**config.mk**
```make
export PLATFORM = sky130hd
export DESIGN_NAME = alu_issue
export DESIGN_NICKNAME = d
export VERILOG_FILES = /design/src/rtl/alu_issue.sv
export SDC_FILE = /design/constraint.sdc
export NUM_CORES = 1
export LEC_CHECK = 0
export CAP_MARGIN = 20
export CORE_MARGIN = 5
export CORE_UTILIZATION = 25
export CTS_CLUSTER_DIAMETER = 40
export DETAILED_ROUTE_END_ITERATION = 8
export GPL_ROUTABILITY_DRIVEN = 1
export GPL_TIMING_DRIVEN = 0
export HOLD_SLACK_MARGIN = 0.06
export PLACE_DENSITY = 0.65
export SLEW_MARGIN = 20
export SYNTH_ARGS = -nofsm -noshare
export SYNTH_HDL_FRONTEND = slang
export SYNTH_SLANG_ARGS = --single-unit
```
**constraint.sdc**
```tcl
create_clock -name clk -period 1.4 [get_ports clk]
set_clock_uncertainty 0.05 [all_clocks]
set_input_delay 0.14 -clock clk [delete_from_list [all_inputs] [get_ports clk]]
set_output_delay 0.14 -clock clk [all_outputs]
set_load 0.005 [all_outputs]
```
**src/rtl/alu_issue.sv**
```systemverilog
// alu_issue: execute-stage issue unit. Decodes RV32I R-type, I-type ALU and
// BEQ/BNE into a 4-bit ALU code, applies operand fix-ups (shift-amount mask,
// signed-compare bias) and holds them in an issue register that drives the
// external ALU; the ALU result and zero flag are captured in a result register.
// Ports:
//   clk, rst_n                     clock, async active-low reset
//   in_valid/in_ready              decode-side handshake
//   opcode, funct3, funct7         instruction fields
//   rs1_data, rs2_data, imm, rd    operands, sign-extended immediate, dest reg
//   alu_in1, alu_in2, alu_control  registered ALU drive
//   alu_result, zero_flag          combinational ALU response
//   out_valid/out_ready            writeback-side handshake
//   out_result, out_rd, out_taken, out_illegal  captured result entry
module alu_issue (
    input  logic        clk,
    input  logic        rst_n,
    input  logic        in_valid,
    output logic        in_ready,
    input  logic [6:0]  opcode,
    input  logic [2:0]  funct3,
    input  logic [6:0]  funct7,
    input  logic [31:0] rs1_data,
    input  logic [31:0] rs2_data,
    input  logic [31:0] imm,
    input  logic [4:0]  rd,
    output logic [31:0] alu_in1,
    output logic [31:0] alu_in2,
    output logic [3:0]  alu_control,
    input  logic [31:0] alu_result,
    input  logic        zero_flag,
    output logic        out_valid,
    input  logic        out_ready,
    output logic [31:0] out_result,
    output logic [4:0]  out_rd,
    output logic        out_taken,
    output logic        out_illegal
);

    localparam logic [3:0] ALU_AND = 4'b0000;
    localparam logic [3:0] ALU_OR  = 4'b0001;
    localparam logic [3:0] ALU_ADD = 4'b0010;
    localparam logic [3:0] ALU_SUB = 4'b0011;
    localparam logic [3:0] ALU_SLT = 4'b0100;
    localparam logic [3:0] ALU_SLL = 4'b0101;
    localparam logic [3:0] ALU_SRL = 4'b0110;
    localparam logic [3:0] ALU_XOR = 4'b0111;

    localparam logic [6:0] OP_R = 7'b0110011;
    localparam logic [6:0] OP_I = 7'b0010011;
    localparam logic [6:0] OP_B = 7'b1100011;
    localparam logic [6:0] F7_ALT = 7'b0100000;

    // issue register
    logic        i_valid_q, i_valid_d;
    logic [3:0]  i_ctrl_q, i_ctrl_d;
    logic [31:0] i_in1_q, i_in1_d;
    logic [31:0] i_in2_q, i_in2_d;
    logic [4:0]  i_rd_q, i_rd_d;
    logic        i_beq_q, i_beq_d;
    logic        i_bne_q, i_bne_d;
    logic        i_ill_q, i_ill_d;

    // result register
    logic        out_valid_q, out_valid_d;
    logic [31:0] out_result_q, out_result_d;
    logic [4:0]  out_rd_q, out_rd_d;
    logic        out_taken_q, out_taken_d;
    logic        out_illegal_q, out_illegal_d;

    logic        i_adv;
    logic        accept;

    // decoder outputs
    logic [3:0]  dec_ctrl;
    logic        dec_shift;
    logic        dec_slt;
    logic        dec_bad;
    logic        dec_ill;
    logic        dec_beq;
    logic        dec_bne;
    logic        dec_use_imm;
    logic        dec_branch;
    logic [31:0] dec_in1;
    logic [31:0] dec_in2;
    logic [4:0]  dec_rd;

    always_comb begin
        dec_ctrl    = ALU_ADD;
        dec_shift   = 1'b0;
        dec_slt     = 1'b0;
        dec_bad     = 1'b0;
        dec_ill     = 1'b0;
        dec_beq     = 1'b0;
        dec_bne     = 1'b0;
        dec_use_imm = 1'b0;
        dec_branch  = 1'b0;

        // funct3 map shared by R-type and I-type
        case (funct3)
            3'b000: dec_ctrl = ALU_ADD;
            3'b001: begin
                dec_ctrl  = ALU_SLL;
                dec_shift = 1'b1;
            end
            3'b010: begin
                dec_ctrl = ALU_SLT;
                dec_slt  = 1'b1;
            end
            3'b011: dec_bad = 1'b1;
            3'b100: dec_ctrl = ALU_XOR;
            3'b101: begin
                dec_ctrl  = ALU_SRL;
                dec_shift = 1'b1;
            end
            3'b110: dec_ctrl = ALU_OR;
            3'b111: dec_ctrl = ALU_AND;
        endcase

        case (opcode)
            OP_R: begin
                if (funct3 == 3'b000) begin
                    if (funct7 == F7_ALT) dec_ctrl = ALU_SUB;
                    dec_ill = (funct7 != 7'd0) && (funct7 != F7_ALT);
                end else begin
                    dec_ill = dec_bad || (funct7 != 7'd0);
                end
            end
            OP_I: begin
                dec_use_imm = 1'b1;
                // only the shift immediates carry funct7
                dec_ill = dec_bad || (dec_shift && funct7 != 7'd0);
            end
            OP_B: begin
                dec_branch = 1'b1;
                dec_ctrl   = ALU_SUB;
                dec_shift  = 1'b0;
                dec_slt    = 1'b0;
                dec_beq    = (funct3 == 3'b000);
                dec_bne    = (funct3 == 3'b001);
                dec_ill    = (funct3[2:1] != 2'b00);
            end
            default: dec_ill = 1'b1;
        endcase

        dec_in1 = rs1_data;
        dec_in2 = dec_use_imm ? imm : rs2_data;
        if (dec_shift) dec_in2 = dec_in2 & 32'h0000_001F;
        // flip sign bits so the ALU's unsigned compare orders signed values
        if (dec_slt) begin
            dec_in1[31] = ~dec_in1[31];
            dec_in2[31] = ~dec_in2[31];
        end
        dec_rd = dec_branch ? 5'd0 : rd;

        if (dec_ill) begin
            dec_ctrl = ALU_ADD;
            dec_in1  = 32'd0;
            dec_in2  = 32'd0;
            dec_rd   = 5'd0;
            dec_beq  = 1'b0;
            dec_bne  = 1'b0;
        end
    end

    assign i_adv    = i_valid_q && (!out_valid_q || out_ready);
    assign in_ready = !i_valid_q || i_adv;
    assign accept   = in_valid && in_ready;

    always_comb begin
        i_valid_d = i_valid_q;
        i_ctrl_d  = i_ctrl_q;
        i_in1_d   = i_in1_q;
        i_in2_d   = i_in2_q;
        i_rd_d    = i_rd_q;
        i_beq_d   = i_beq_q;
        i_bne_d   = i_bne_q;
        i_ill_d   = i_ill_q;
        if (accept) begin
            i_valid_d = 1'b1;
            i_ctrl_d  = dec_ctrl;
            i_in1_d   = dec_in1;
            i_in2_d   = dec_in2;
            i_rd_d    = dec_rd;
            i_beq_d   = dec_beq;
            i_bne_d   = dec_bne;
            i_ill_d   = dec_ill;
        end else if (i_adv) begin
            i_valid_d = 1'b0;
        end

        out_valid_d   = out_valid_q;
        out_result_d  = out_result_q;
        out_rd_d      = out_rd_q;
        out_taken_d   = out_taken_q;
        out_illegal_d = out_illegal_q;
        if (i_adv) begin
            out_valid_d   = 1'b1;
            out_result_d  = i_ill_q ? 32'd0 : alu_result;
            out_rd_d      = i_rd_q;
            out_taken_d   = (i_beq_q && zero_flag) || (i_bne_q && !zero_flag);
            out_illegal_d = i_ill_q;
        end else if (out_ready) begin
            out_valid_d = 1'b0;
        end
    end

    always_ff @(posedge clk or negedge rst_n) begin
        if (!rst_n) begin
            i_valid_q     <= 1'b0;
            i_ctrl_q      <= ALU_ADD;
            i_in1_q       <= 32'd0;
            i_in2_q       <= 32'd0;
            i_rd_q        <= 5'd0;
            i_beq_q       <= 1'b0;
            i_bne_q       <= 1'b0;
            i_ill_q       <= 1'b0;
            out_valid_q   <= 1'b0;
            out_result_q  <= 32'd0;
            out_rd_q      <= 5'd0;
            out_taken_q   <= 1'b0;
            out_illegal_q <= 1'b0;
        end else begin
            i_valid_q     <= i_valid_d;
            i_ctrl_q      <= i_ctrl_d;
            i_in1_q       <= i_in1_d;
            i_in2_q       <= i_in2_d;
            i_rd_q        <= i_rd_d;
            i_beq_q       <= i_beq_d;
            i_bne_q       <= i_bne_d;
            i_ill_q       <= i_ill_d;
            out_valid_q   <= out_valid_d;
            out_result_q  <= out_result_d;
            out_rd_q      <= out_rd_d;
            out_taken_q   <= out_taken_d;
            out_illegal_q <= out_illegal_d;
        end
    end

    assign alu_in1     = i_in1_q;
    assign alu_in2     = i_in2_q;
    assign alu_control = i_ctrl_q;
    assign out_valid   = out_valid_q;
    assign out_result  = out_result_q;
    assign out_rd      = out_rd_q;
    assign out_taken   = out_taken_q;
    assign out_illegal = out_illegal_q;

endmodule

```
-- After elaboration in Yosys (flattened, before gate mapping)
Cells that the tools add are included.
- flip-flop bits (word level): 117
- eq/ne operators: 12
- reduce and logical (&&, ||, !) cells: 20
- bitwise operators: 2
- multiplexer cells: 31
- operators with widths (kind ; number):
    32-bit two-way mux ; 5
    1-bit two-way mux ; 18
    3-bit one-hot mux with 6 select lines ; 1
    7-bit by 6-bit == test with 1-bit output (second input constant) ; 2
    3-bit == test (second input constant) ; 4
    4-bit two-way mux ; 3
    5-bit two-way mux ; 2
    4-bit one-hot mux with 2 select lines ; 1
    7-bit by 5-bit == test with 1-bit output (second input constant) ; 1
    7-bit == test (second input constant) ; 1
    7-bit by 6-bit != test with 1-bit output (second input constant) ; 1
    7-bit nonzero test ; 1
    3-bit by 2-bit == test with 1-bit output (second input constant) ; 2
    1-bit logical AND ; 6
    2-bit nonzero test ; 3
    1-bit logical OR ; 5
    3-bit by 1-bit == test with 1-bit output (second input constant) ; 1
    1-bit logical NOT ; 3
    3-bit logical NOT ; 1
    1-bit one-hot mux with 3 select lines ; 1
    1-bit inverter ; 2
    2-bit OR reduction ; 1

-- Logic depth before layout (Yosys ltp)
Gate-level depths: netlist of run 1.
- depth in word-level cells: 8
- depth in mapped cells: 8
- depth with buffers taken out: 5

-- Worst setup path before layout of run 1
OpenSTA, ideal clock, no wires.
- path type: input port to flip-flop
- from: in opcode[2]
- to: reg i_in2_q[4], in the netlist alu_in2[4]
- stages on the path: 6
- library setup time: 121 ps
- data arrival time: 1628 ps
- slack: -399 ps
- path buffers: 2
- cells stage by stage: and4bb_1 -> or4b_1 -> buf_2 -> buf_6 -> mux2_4 -> a22o_1
- cells in the longest elaborated chain, start to end: 5
- elaborated cells on any way between the ends: 8
- RTL lines (element ; line ; source):
    start: declaration ; 19 ; input logic [6:0] opcode,
    7-bit by 5-bit == test with 1-bit output ; 119 ; case (opcode)
    1-bit two-way mux ; 119 ;
    32-bit two-way mux ; 146 ; dec_in2 = dec_use_imm ? imm : rs2_data;
    32-bit two-way mux ; 147 ; if (dec_shift) dec_in2 = dec_in2 & 32'h0000_001F;
    32-bit two-way mux * ; 155 ; if (dec_ill) begin
    end signal: assignment ; 226 ; i_in2_q <= i_in2_d;
    end: declaration ; 57 ; logic [31:0] i_in2_q, i_in2_d;
Mark *: on every way between the ends. The rest lies on a longest branch, timed or not.
A chain may end at the register's enable or synchronous reset.

-- Final worst setup path of run 1
- from: in funct7[4]
- to: reg i_in2_q[9], in the netlist alu_in2[9]
- cells in the longest elaborated chain, start to end: 5
- elaborated cells on any way between the ends: 9
- RTL lines (element ; line ; source):
    start: declaration ; 21 ; input logic [6:0] funct7,
    7-bit by 6-bit != test with 1-bit output or 7-bit nonzero test (tied branches) ; 123, 125, 131 ;
    1-bit logical AND, or another cell as far along ; 123 ; dec_ill = (funct7 != 7'd0) && (funct7 != F7_ALT);
    1-bit two-way mux or 1-bit logical OR (tied branches) ; 121, 131 ;
    1-bit one-hot mux with 3 select lines * ; 119 ;
    32-bit two-way mux * ; 155 ;
Marked as above.

==> results of run 1 <==
## metrics by stage
| stage | hold WS, ns | worst slack (ns) | setup TNS [ns] |
|---|---|---|---|
| finish | 0.0953 | -0.262 | -16.52 |
| floorplan | -0.206 | -0.388 | -19.08 |
| global route | 0.0854 | -0.343 | -28.57 |
| global placement | 0.412 | -4.65 | -627.86 |
| CTS | 0.0672 | -0.258 | -19.28 |
| detailed placement | 0.106 | -1.22 | -90.81 |
## state kept, by name, indices dropped and copies added, names as in the netlist
name and count:
i_ill_q 1, i_bne_q 1, out_taken 1, out_rd 5
out_valid 1, i_rd_q 5, alu_in1 32, i_beq_q 1
out_result 32, out_illegal 1, alu_in2 32, alu_control 3
i_valid_q 1
## cells by family (layout without fill, tap and decap cells)
| logic type | count (synthesis) | count (layout) | share of synthesized area [%] |
|---|---|---|---|
| AND/OR/NAND/NOR | 121 | 121 | 10.8 |
| flip-flops | 116 | 116 | 60.1 |
| AO/OA/AOI/OAI | 115 | 115 | 16.2 |
| multiplexers | 38 | 38 | 8.21 |
| buffers and inverters | 36 | 349 | 3.86 |
| XOR/XNOR | 4 | 4 | 0.725 |
| other | 1 | 3 | 0.0776 |
## tightest hold or removal path: stages
cell and delay (ns):
buf_8 0.10, inv_1 0.07, xnor2_1 0.15, a31oi_1 0.08
## cell type report
cell class | instances | share of cell area (%)
flip-flops and latches | 116 | 33.0
repair buffers | 284 | 30.8
multi-input cells | 279 | 22.0
clock buffers | 19 | 5.03
well taps | 260 | 3.70
plain buffers | 29 | 3.14
clock inverters | 13 | 2.08
inverters | 4 | 0.171
diodes | 2 | 0.0569
## Yosys cell counts, types with 2 or more instances
| cell | number |
|---|---|
| a21oi_1 | 3 |
| a22o_1 | 38 |
| a32o_1 | 8 |
| buf_2 | 5 |
| buf_4 | 4 |
| buf_6 | 4 |
| clkbuf_1 | 19 |
| dfrtp_1 | 115 |
| inv_1 | 3 |
| mux2_2 | 9 |
| mux2i_1 | 28 |
| nand2_1 | 97 |
| nand2b_1 | 3 |
| nand3_1 | 3 |
| nand3b_1 | 2 |
| nor2_1 | 5 |
| nor2b_1 | 2 |
| o21ai_0 | 41 |
| o21ai_1 | 19 |
| or4b_1 | 2 |
| xnor2_1 | 4 |
## per-layer routing
layer  share of wire (%)  vias to the layer above  wire [microns]  GRT usage, %
li1                    -                     2126               -             -
met1                  41                     2130            6980          18.4
met2                  48                      194            8170          26.2
met3                  10                       14            1710          6.23
met4                 1.6                        0             276          4.35
met5                   0                        -               0             0
## power by group through the flow
stage / Sequential, mW / Clock [mW] / Combinational (mW)
finish: 3.42 / 4.60 / 0.972
global route: 3.42 / 4.88 / 1.06
CTS: 3.42 / 4.71 / 0.988
detailed placement: 3.48 / 0 / 0.931
global placement: 3.48 / 0 / 0.918
floorplan: 3.48 / 0 / 0.227
## path summary, 6_finish.rpt
check,slack [ns],to,start,cells past startpoint
worst max-delay path,-0.26,alu_in2[9]$_DFFE_PN0P_,funct7[4],7
worst min register to register,0.42,out_result[6]$_DFFE_PN0P_,out_result[6]$_DFFE_PN0P_,2
max in group asynchronous,0.31,alu_control[1]$_DFFE_PN1P_,rst_n,3
worst min-delay path,0.1,alu_control[1]$_DFFE_PN1P_,funct3[1],4
worst max register to register,-0.26,alu_in2[9]$_DFFE_PN0P_,i_valid_q$_DFFE_PN0P_,6
min in group asynchronous,0.24,out_result[23]$_DFFE_PN0P_,rst_n,2
## timing repair
item,4_1_cts,5_1_grt
endpoints found under the setup margin,219,115
hold buffers,1,0
gates cloned,4,0
setup buffers,17,0
pin swaps,28,4
hold endpoints to repair,57,0
gates resized for setup,218,15
==> run_results.csv, run 1 <==
group,metric,value,unit
run_status,status,"complete, but fails checks",
run_status,violations,"negative setup slack",
clocking,clk_path_buf_depth,2,
drt,final_antenna_net_count,0,
clocking,clk_latency,0.40,ns
setup_path,cp_max_fo,7,
floorplanning,fp.dieW,149,microns
sta,fmax,0.602,GHz
floorplanning,core,0.0189,sq mm
power_and_ir_drop,p_sw_share,22.3,%
power_and_ir_drop,internal_power,6.99,mW
logic_synthesis,syn_nets,586,
logic_synthesis,ys_async_sr_fraction,100,%
clocking,cts_tree,"yes",
setup_path,crit_slowest_cell,"a311o_2",
clocking,clkSinkCount,116,
placement,place_inst,953,
clocking,path_clk_slew,0.06,ns
logic_synthesis,synth_area,0.00483,sq mm
setup_path,path_cells,"clkdlybuf4s50_1 -> nor4_4 -> a311oi_2 -> buf_4 -> a311o_2 -> buf_12 -> o21ai_2",
power_and_ir_drop,power_frac_clock,51.2,%
logic_synthesis,ys_seq_elements,116,
grt,overflow,0,
grt,antenna_found_initial,2,
logic_synthesis,postSynthCellCount,431,
grt,grt_usage,15.6,%
cells_and_area,drive_above_1_share,19.0,%
logic_synthesis,synth_top_area_cell,"dfrtp_1",
cells_and_area,areaGrowthSynthToFinish,82.2,%
sta,setup_slack,-0.262,ns
logic_synthesis,yosys_warnings,0,
logic_synthesis,synthTopCellsByArea,"dfrtp_1, nand2_1, a22o_1, mux2i_1, o21ai_0",
grt,grt_pass1_wl,26900,microns
cells_and_area,seqCellArea,0.00290,sq mm
setup_path,crit_path_end_kind,"register",
drt,num_vias,4464,
cells_and_area,fin_util,46.6,%
drt,dr.pass1.iters,4,
placement,dpl_cell_area,0.00785,sq mm
setup_path,cp_slowest_stage_delay,0.45,ns
power_and_ir_drop,p_sw,2.01,mW
floorplanning,die_y,149,microns
drt,dr.first_iter.drc_count,105,
logic_synthesis,synth_top_area_share,59.6,%
sta,fin_crit_sh,119,%
clocking,cts_max_level,4,
setup_path,cp.arrival,1.94,ns
sta,slew_violations,0,
setup_path,crit_buf_inv,3,
clocking,cts-root-buf,"clkbuf_16",
clocking,cts_buffers,17,
job,cap_viol_max_count,0,
power_and_ir_drop,leakagePower,4.44,nW
floorplanning,rows,50,
power_and_ir_drop,p_per_area,1020,mW/mm^2
setup_path,critPathLaunchType,"input port",
sta,setup_violations,101,
cells_and_area,multi_input_area,0.00194,sq mm
placement,port_buffers,261,
cells_and_area,finalNetCount,886,
floorplanning,start_util,25.6,%
cells_and_area,final_cell_count_no_fill,1006,
floorplanning,die_area,0.0222,sq mm
drt,drt_wl_total,17100,microns
grt,grt_max_degree,60,
cells_and_area,nFillCells,1834,
grt,grt_pass1_vias,4809,
hold_path,hp-class,"in2reg",
sta,tightestPinTransition,0.562,ns
logic_synthesis,synth_area_per_cell,11.2,sq um
sta,finalHoldViolations,0,
cells_and_area,final_cell_mix,"clkdlybuf4s50_1, dfrtp_1, dlygate4sd2_1",
placement,hpwlAfterDp,13100,microns
floorplanning,ios,264,
sta,fin_crit,1.66,ns
logic_synthesis,seq_area_frac_synth,60.1,%
sta,slew-limit-headroom,62.5,%
logic_synthesis,synth_edf_count,0,
logic_synthesis,ys.flop_type,"dfrtp_1",
setup_path,worstSetupPathType,"in2reg",
power_and_ir_drop,comb_power_share,10.8,%
power_and_ir_drop,design_power_total,9.00,mW
drt,vias_per_cell,4.44,
placement,gp_congestion,0.782,
drt,drc,0,
cells_and_area,design_area,0.00880,sq mm
cells_and_area,final_common_cell,"clkdlybuf4s50_1",
setup_path,required,1.67,ns
drt,avgRoutedWirePerCell,17.0,microns
sta,rsz0062_at_grt,"yes",
setup_path,path_delay_family,"buffers and inverters",
logic_synthesis,synth_cell_type_count,38,
power_and_ir_drop,peakVddDrop,0.000730,V
power_and_ir_drop,power.share.sequential,38.0,%
Power figures use the tool's default switching activity.
==> inputs of run 2 (changes only) <==
CAP_MARGIN = 5   (was 20)
==> results of run 2 <==
Same layout as run 1: the final DEF is identical, and so are final timing and power.
==> inputs of run 3 (changes only) <==
ABC_CLOCK_PERIOD_IN_PS = 1400   (was default)
==> results of run 3 <==
Same layout as run 1: the final DEF is identical, and so are final timing and power.
